### src/rtl/memory_arbiter_pkg.sv
// Shared constants for the memory arbiter: FSM state encoding, grant owner,
// parameter defaults and small arbitration helpers.
package memory_arbiter_pkg;

    localparam int DEFAULT_WORD_SIZE = 16;
    localparam int DEFAULT_LATENCY   = 2;
    localparam int CNT_W             = 3;

    typedef enum logic [1:0] {
        ST_IDLE  = 2'd0,
        ST_I_ACC = 2'd1,
        ST_D_ACC = 2'd2
    } arb_state_e;

    typedef enum logic {
        GRANT_INSTR = 1'b0,
        GRANT_DATA  = 1'b1
    } grant_e;

    function automatic logic [CNT_W-1:0] latency_load(input int latency);
        return CNT_W'(latency - 1);
    endfunction

    // Data wins unless both ports wait and data had the previous grant.
    function automatic logic grant_data_first(input logic d_req, input logic i_req,
                                              input grant_e last_grant);
        return d_req && !(i_req && (last_grant == GRANT_DATA));
    endfunction

endpackage

### src/rtl/memory_arbiter_if.sv
// Bus bundle between the two requesters, the memory and the arbiter.
// master = requesters plus memory side, slave = the arbiter itself.
interface memory_arbiter_if
    import memory_arbiter_pkg::*;
#(
    parameter int WORD_SIZE = DEFAULT_WORD_SIZE
);
    logic                 i_readM;
    logic [WORD_SIZE-1:0] i_address;
    logic [WORD_SIZE-1:0] i_data;
    logic                 i_ready;
    logic                 d_readM;
    logic                 d_writeM;
    logic [WORD_SIZE-1:0] d_address;
    logic [WORD_SIZE-1:0] d_wdata;
    logic [WORD_SIZE-1:0] d_data;
    logic                 d_ready;
    logic                 m_readM;
    logic                 m_writeM;
    logic [WORD_SIZE-1:0] m_address;
    logic [WORD_SIZE-1:0] m_wdata;
    logic [WORD_SIZE-1:0] m_rdata;
    logic                 stall;

    modport master (
        output i_readM, i_address, d_readM, d_writeM, d_address, d_wdata, m_rdata,
        input  i_data, i_ready, d_data, d_ready, m_readM, m_writeM, m_address, m_wdata, stall
    );

    modport slave (
        input  i_readM, i_address, d_readM, d_writeM, d_address, d_wdata, m_rdata,
        output i_data, i_ready, d_data, d_ready, m_readM, m_writeM, m_address, m_wdata, stall
    );

endinterface

### src/rtl/memory_arbiter.sv
// Two-port (fetch / data) arbiter in front of a fixed-latency memory with
// alternating priority when both ports wait, and one idle cycle between accesses.
module memory_arbiter
    import memory_arbiter_pkg::*;
#(
    parameter int WORD_SIZE = DEFAULT_WORD_SIZE,
    parameter int LATENCY   = DEFAULT_LATENCY
) (
    input  logic            clk,
    input  logic            reset_n,
    memory_arbiter_if.slave bus
);

    localparam logic [CNT_W-1:0]     CNT_LOAD  = latency_load(LATENCY);
    localparam logic [CNT_W-1:0]     CNT_ZERO  = {CNT_W{1'b0}};
    localparam logic [CNT_W-1:0]     CNT_ONE   = CNT_W'(1);
    localparam logic [WORD_SIZE-1:0] WORD_ZERO = {WORD_SIZE{1'b0}};

    arb_state_e           state_q, state_d;
    logic [CNT_W-1:0]     cnt_q, cnt_d;
    grant_e               last_q, last_d;
    logic                 m_read_q, m_read_d;
    logic                 m_write_q, m_write_d;
    logic [WORD_SIZE-1:0] m_addr_q, m_addr_d;
    logic [WORD_SIZE-1:0] m_wdata_q, m_wdata_d;
    logic                 i_ready_q, i_ready_d;
    logic                 d_ready_q, d_ready_d;
    logic [WORD_SIZE-1:0] i_data_q, i_data_d;
    logic [WORD_SIZE-1:0] d_data_q, d_data_d;
    logic                 d_req_s;
    logic                 i_req_s;

    assign d_req_s = bus.d_readM | bus.d_writeM;
    assign i_req_s = bus.i_readM;

    // Next-state: arbitration and latching in IDLE, latency countdown in the access states.
    always_comb begin
        state_d   = state_q;
        cnt_d     = cnt_q;
        last_d    = last_q;
        m_read_d  = m_read_q;
        m_write_d = m_write_q;
        m_addr_d  = m_addr_q;
        m_wdata_d = m_wdata_q;
        i_ready_d = 1'b0;
        d_ready_d = 1'b0;
        i_data_d  = i_data_q;
        d_data_d  = d_data_q;

        case (state_q)
            ST_IDLE: begin
                if (grant_data_first(d_req_s, i_req_s, last_q)) begin
                    state_d   = ST_D_ACC;
                    cnt_d     = CNT_LOAD;
                    last_d    = GRANT_DATA;
                    m_addr_d  = bus.d_address;
                    m_wdata_d = bus.d_wdata;
                    // Read and write together is a store.
                    m_write_d = bus.d_writeM;
                    m_read_d  = ~bus.d_writeM;
                    d_ready_d = (CNT_LOAD == CNT_ZERO);
                end else if (i_req_s) begin
                    state_d   = ST_I_ACC;
                    cnt_d     = CNT_LOAD;
                    last_d    = GRANT_INSTR;
                    m_addr_d  = bus.i_address;
                    m_wdata_d = WORD_ZERO;
                    m_write_d = 1'b0;
                    m_read_d  = 1'b1;
                    i_ready_d = (CNT_LOAD == CNT_ZERO);
                end else begin
                    state_d = ST_IDLE;
                end
            end
            ST_I_ACC, ST_D_ACC: begin
                if (cnt_q == CNT_ZERO) begin
                    state_d   = ST_IDLE;
                    m_read_d  = 1'b0;
                    m_write_d = 1'b0;
                    m_addr_d  = WORD_ZERO;
                    m_wdata_d = WORD_ZERO;
                    if (state_q == ST_I_ACC) begin
                        i_data_d = bus.m_rdata;
                    end else begin
                        d_data_d = bus.m_rdata;
                    end
                end else begin
                    cnt_d = cnt_q - CNT_ONE;
                    if (cnt_q == CNT_ONE) begin
                        i_ready_d = (state_q == ST_I_ACC);
                        d_ready_d = (state_q == ST_D_ACC);
                    end else begin
                        i_ready_d = 1'b0;
                        d_ready_d = 1'b0;
                    end
                end
            end
            default: begin
                state_d   = ST_IDLE;
                cnt_d     = CNT_ZERO;
                m_read_d  = 1'b0;
                m_write_d = 1'b0;
                m_addr_d  = WORD_ZERO;
                m_wdata_d = WORD_ZERO;
            end
        endcase
    end

    // State, counter and all output registers; reset drops any access in flight.
    always_ff @(posedge clk or negedge reset_n) begin
        if (!reset_n) begin
            state_q   <= ST_IDLE;
            cnt_q     <= CNT_ZERO;
            last_q    <= GRANT_INSTR;
            m_read_q  <= 1'b0;
            m_write_q <= 1'b0;
            m_addr_q  <= WORD_ZERO;
            m_wdata_q <= WORD_ZERO;
            i_ready_q <= 1'b0;
            d_ready_q <= 1'b0;
            i_data_q  <= WORD_ZERO;
            d_data_q  <= WORD_ZERO;
        end else begin
            state_q   <= state_d;
            cnt_q     <= cnt_d;
            last_q    <= last_d;
            m_read_q  <= m_read_d;
            m_write_q <= m_write_d;
            m_addr_q  <= m_addr_d;
            m_wdata_q <= m_wdata_d;
            i_ready_q <= i_ready_d;
            d_ready_q <= d_ready_d;
            i_data_q  <= i_data_d;
            d_data_q  <= d_data_d;
        end
    end

    assign bus.m_readM   = m_read_q;
    assign bus.m_writeM  = m_write_q;
    assign bus.m_address = m_addr_q;
    assign bus.m_wdata   = m_wdata_q;
    assign bus.i_ready   = i_ready_q;
    assign bus.d_ready   = d_ready_q;
    assign bus.i_data    = i_data_q;
    assign bus.d_data    = d_data_q;
    // Held at 0 while in reset so every output reads 0 then.
    assign bus.stall     = reset_n & ((i_req_s & ~i_ready_q) | (d_req_s & ~d_ready_q));

endmodule

### src/flat_wrapper.sv
// flat-port wrapper written by rule: the top's interface ports become plain ports
module memory_arbiter_flat import memory_arbiter_pkg::*;
#(
    parameter int WORD_SIZE = DEFAULT_WORD_SIZE,
    parameter int LATENCY   = DEFAULT_LATENCY
)
  (clk, reset_n, bus_i_readM, bus_i_address, bus_d_readM, bus_d_writeM, bus_d_address, bus_d_wdata, bus_m_rdata, bus_i_data, bus_i_ready, bus_d_data, bus_d_ready, bus_m_readM, bus_m_writeM, bus_m_address, bus_m_wdata, bus_stall);
  memory_arbiter_if #(.WORD_SIZE(WORD_SIZE)) bus_i ();
  input  logic clk;
  input  logic reset_n;
  input wire logic [$bits(bus_i.i_readM)-1:0] bus_i_readM;
  input wire logic [$bits(bus_i.i_address)-1:0] bus_i_address;
  input wire logic [$bits(bus_i.d_readM)-1:0] bus_d_readM;
  input wire logic [$bits(bus_i.d_writeM)-1:0] bus_d_writeM;
  input wire logic [$bits(bus_i.d_address)-1:0] bus_d_address;
  input wire logic [$bits(bus_i.d_wdata)-1:0] bus_d_wdata;
  input wire logic [$bits(bus_i.m_rdata)-1:0] bus_m_rdata;
  output wire logic [$bits(bus_i.i_data)-1:0] bus_i_data;
  output wire logic [$bits(bus_i.i_ready)-1:0] bus_i_ready;
  output wire logic [$bits(bus_i.d_data)-1:0] bus_d_data;
  output wire logic [$bits(bus_i.d_ready)-1:0] bus_d_ready;
  output wire logic [$bits(bus_i.m_readM)-1:0] bus_m_readM;
  output wire logic [$bits(bus_i.m_writeM)-1:0] bus_m_writeM;
  output wire logic [$bits(bus_i.m_address)-1:0] bus_m_address;
  output wire logic [$bits(bus_i.m_wdata)-1:0] bus_m_wdata;
  output wire logic [$bits(bus_i.stall)-1:0] bus_stall;
  assign bus_i.i_readM = bus_i_readM;
  assign bus_i.i_address = bus_i_address;
  assign bus_i.d_readM = bus_d_readM;
  assign bus_i.d_writeM = bus_d_writeM;
  assign bus_i.d_address = bus_d_address;
  assign bus_i.d_wdata = bus_d_wdata;
  assign bus_i.m_rdata = bus_m_rdata;
  assign bus_i_data = bus_i.i_data;
  assign bus_i_ready = bus_i.i_ready;
  assign bus_d_data = bus_i.d_data;
  assign bus_d_ready = bus_i.d_ready;
  assign bus_m_readM = bus_i.m_readM;
  assign bus_m_writeM = bus_i.m_writeM;
  assign bus_m_address = bus_i.m_address;
  assign bus_m_wdata = bus_i.m_wdata;
  assign bus_stall = bus_i.stall;
  memory_arbiter #(.WORD_SIZE(WORD_SIZE), .LATENCY(LATENCY)) u_core (.clk(clk), .reset_n(reset_n), .bus(bus_i));
endmodule
### config.mk
export PLATFORM = sky130hd
export DESIGN_NAME = memory_arbiter_flat
export DESIGN_NICKNAME = d
export VERILOG_FILES = /design/src/rtl/memory_arbiter_pkg.sv /design/src/rtl/memory_arbiter_if.sv /design/src/rtl/memory_arbiter.sv /design/src/flat_wrapper.sv
export SDC_FILE = /design/constraint.sdc
export NUM_CORES = 1
export LEC_CHECK = 0
export CAP_MARGIN = 20
export CORE_UTILIZATION = 42
export CTS_CLUSTER_SIZE = 10
export DETAILED_ROUTE_END_ITERATION = 16
export PLACE_DENSITY_LB_ADDON = 0.25
export SETUP_SLACK_MARGIN = 0.5
export SLEW_MARGIN = 20
export SYNTH_ARGS = -nofsm -noshare
export SYNTH_HDL_FRONTEND = slang
export SYNTH_SLANG_ARGS = --single-unit
### constraint.sdc
create_clock -name clk -period 2.4 [get_ports clk]
set_input_delay 0.36 -clock clk [delete_from_list [all_inputs] [get_ports clk]]
set_output_delay 0.36 -clock clk [all_outputs]
set_load 0.03 [all_outputs]
==> metrics.txt <==
clock buffer count from CTS 9; first-pass GRT wire length around 11 mm; met1 usage 0.249; worst hold path class reg2reg; Reg2Reg Capture Point u_core.bus.m_address[5]$_DFFE_PN0P_; setup TNS 0 ns; DRC viols 0; fin crit period around 1.9 ns; syn_nets roughly 300; status finished, final reports clean; max-slew violations 0; Skew-Pair Late Insertion Delay 0.34 ns; unrepaired setup endpoints after global routing true; top-count cell post-synth dfrtp_1; vias per cell approximately 5.1; largest area contributor in the netlist dfrtp_1; placed inst area roughly 4700 um2; Synth Cell Area between 3000 and 4000 um2; slowest CP cell or4b_4; # fillers 555; layout cells sized above 1 0.207; Area contributors post-synth dfrtp_1, mux2_2, mux2i_1; hold path startpoint u_core.bus.m_address[0]$_DFFE_PN0P_; Crit Path Max Fanout 16; nature of the critical path endpoint register; num rows 31; hold path endpoint u_core.bus.m_address[0]$_DFFE_PN0P_; Unique masters post-synth 38; Pwr Density 1460 nW/um2; Final nets between 400 and 500; r2r startpoint u_core.state_q[0]$_DFFE_PN0P_; drt pass-1 iters 4; vias in the first global route around 2400; wire per inst about 17 um; I/O Buffers 137; Ports 138; CTS Buffer Depth 2; post-route cell area 5030 um2; initial antenna violation count 0; die width 89.2 um; area delta synth->final 57.5%; Clock transition at path regs around 0.080 ns; CP Data Arrival Time ~2.1 ns; met2 Usage GRT 0.298; worst setup path class reg2reg; Worst VDD drop 0.736 mV; EDFF count, synth 0; routed vias approximately 2400; initial drt markers 113; FFs w/ async S/R, synth 1.00; Die Y 89.2 um; WP data required 2.66 ns; CP peak stage delay between 0.5 and 0.6 ns; Min-Delay Path Depth 1; gr busiest metal met2; Post-Syn Instances ~220; top_reg_cell synth dfrtp_1; Clock Sink Count between 70 and 80; CTS root buf clkbuf_8; H-tree levels 3; total grt overflow 0; Yosys top cell area share 0.580; Mapped Avg Cell Area roughly 14 um2; Post-Route Skew between 0.008 and 0.009 ns; total track usage 0.196; Top delay family on crit path simple AND/OR/NAND/NOR gates; Buf+Inv Stages, Crit Path 2; sequential fraction of the synthesis area 0.580; post-route ant nets 0; Post-synth top cells dfrtp_1, mux2_2, a22o_1, mux2i_1, o2bb2ai_1; starting density of the core 0.438; Max Clock Freq between 500 and 600 MHz; Tcrit/Tclk final 0.783; GRT met3 Usage 0.0803; R2R cell count 6; die area 7960 um2; flops & latches, synth between 70 and 80; Final Hold Fails 0; measured slew at the worst slew-check pin around 0.46 ns; Worst Setup Start Kind register; diodes inserted 0; Max-slew headroom 0.686; core box area between 7000 and 8000 um2; Leak between 2 and 2.5 nW; R2R Setup Slk ~0.52 ns; Ys Warns 0; HPWL Detailed around 5.6 mm; max cap viols 0; CTS tree done; crit-path cells inv_2 > ha_2 > or4b_4 > o21ai_4 > clkbuf_16 > o2bb2ai_1; largest net degree at the start of global routing 40; # setup viols final 0; Detailed Route WL 8.06 mm; placer congestion estimate between 0.7 and 0.8
-- sequential cells by signal, indices dropped and copies added (netlist names) --
| name | cells |
|---|---|
| u_core.bus.i_data | 16 |
| u_core.bus.d_ready | 1 |
| u_core.bus.i_ready | 1 |
| u_core.bus.m_readM | 1 |
| u_core.cnt_q | 3 |
| u_core.bus.m_wdata | 16 |
| u_core.last_q | 1 |
| u_core.bus.m_address | 16 |
| u_core.bus.m_writeM | 1 |
| u_core.bus.d_data | 16 |
| u_core.state_q | 2 |
-- per-layer routing --
metal  up-vias  part of all wire
met3        13              0.11
met5         -                 0
met2       107              0.46
li1       1130                 -
met4         0             0.014
met1      1192              0.42
-- cell families after synthesis --
family / Yosys count / synth area share
flops: 74 / 0.580
mux: 50 / 0.172
buf+inv: 19 / 0.0423
simple gates: 24 / 0.0458
fa+ha+maj: 7 / 0.0274
compound gates: 49 / 0.132
-- placed cells by master (no fill, tap or decap), types with 3 or more instances in the layout --
master,Yosys,final
clkdlybuf4s50_1,0,135
clkinvlp_4,0,3
clkbuf_8,0,9
inv_1,7,5
o2bb2ai_1,16,16
mux2_2,32,32
a22o_1,16,16
nor2_1,5,4
buf_6,3,3
ha_1,7,6
buf_4,0,11
nand2_1,4,4
mux2i_1,16,16
dfrtp_1,74,74
-- power breakdown --
| part | internal (mW) | total [mW] | switching [mW] | leakage (nW) |
|---|---|---|---|---|
| logic | 1.93 | 4.15 | 2.22 | 1.15 |
| clock network | 0.587 | 1.06 | 0.469 | 0.0987 |
| registers | 1.83 | 2.16 | 0.330 | 0.919 |
| total | 4.34 | 7.36 | 3.02 | 2.17 |
-- through the flow --
stage               instances  utilization  setup WS (ns)  power (mW)  hold WS [ns]
global placement          456        0.638          0.293        6.00         0.339
floorplan                 223            -          0.504        4.62        0.0644
detailed placement        456        0.638          0.205        6.08         0.340
global route              480        0.690          0.467        7.78         0.505
CTS                       473        0.675          0.510        7.20     0.0000797
finish                    480        0.690          0.521        7.36         0.492
-- worst reg2reg max path, cell delays in order (launching register included) --
cell	delay [ns]
dfrtp_1	0.43
inv_2	0.08
ha_2	0.18
or4b_4	0.54
o21ai_4	0.18
clkbuf_16	0.25
o2bb2ai_1	0.13
-- cell type report --
cell class | count | area [um2] | share of cell area
flip-flops and latches | 74 | 1850 | 0.368
clock inverters | 6 | 91.3 | 0.0182
repair buffers | 154 | 1570 | 0.312
multi-input cells | 130 | 1240 | 0.247
inverters | 7 | 26.3 | 0.00522
clock buffers | 10 | 128 | 0.0254
well taps | 99 | 124 | 0.0246
-- worst max path at each step --
| stage | from | to | cells past startpoint |
|---|---|---|---|
| floorplan | u_core.state_q[0]$_DFFE_PN0P_ | u_core.bus.m_readM$_DFFE_PN0P_ | 7 |
| CTS | bus_i_readM | bus_stall | 6 |
| global placement | bus_d_readM | u_core.bus.m_address[12]$_DFFE_PN0P_ | 4 |
| global route | u_core.state_q[0]$_DFFE_PN0P_ | u_core.bus.m_address[5]$_DFFE_PN0P_ | 6 |
| detailed placement | bus_d_readM | u_core.bus.m_address[0]$_DFFE_PN0P_ | 4 |
| finish | u_core.state_q[0]$_DFFE_PN0P_ | u_core.bus.m_address[5]$_DFFE_PN0P_ | 6 |
-- repair_timing --
item / 4_1_cts / 5_1_grt
endpoints found under the hold margin: 35 / 7
setup endpoints to repair: 67 / 66
resized for setup: 7 / 6
cloned: 0 / 2
hold buffers: 1 / 1
pin swaps: 0 / 1
buffers inserted: 0 / 4
Note: power is estimated with default switching activity, not from simulation.
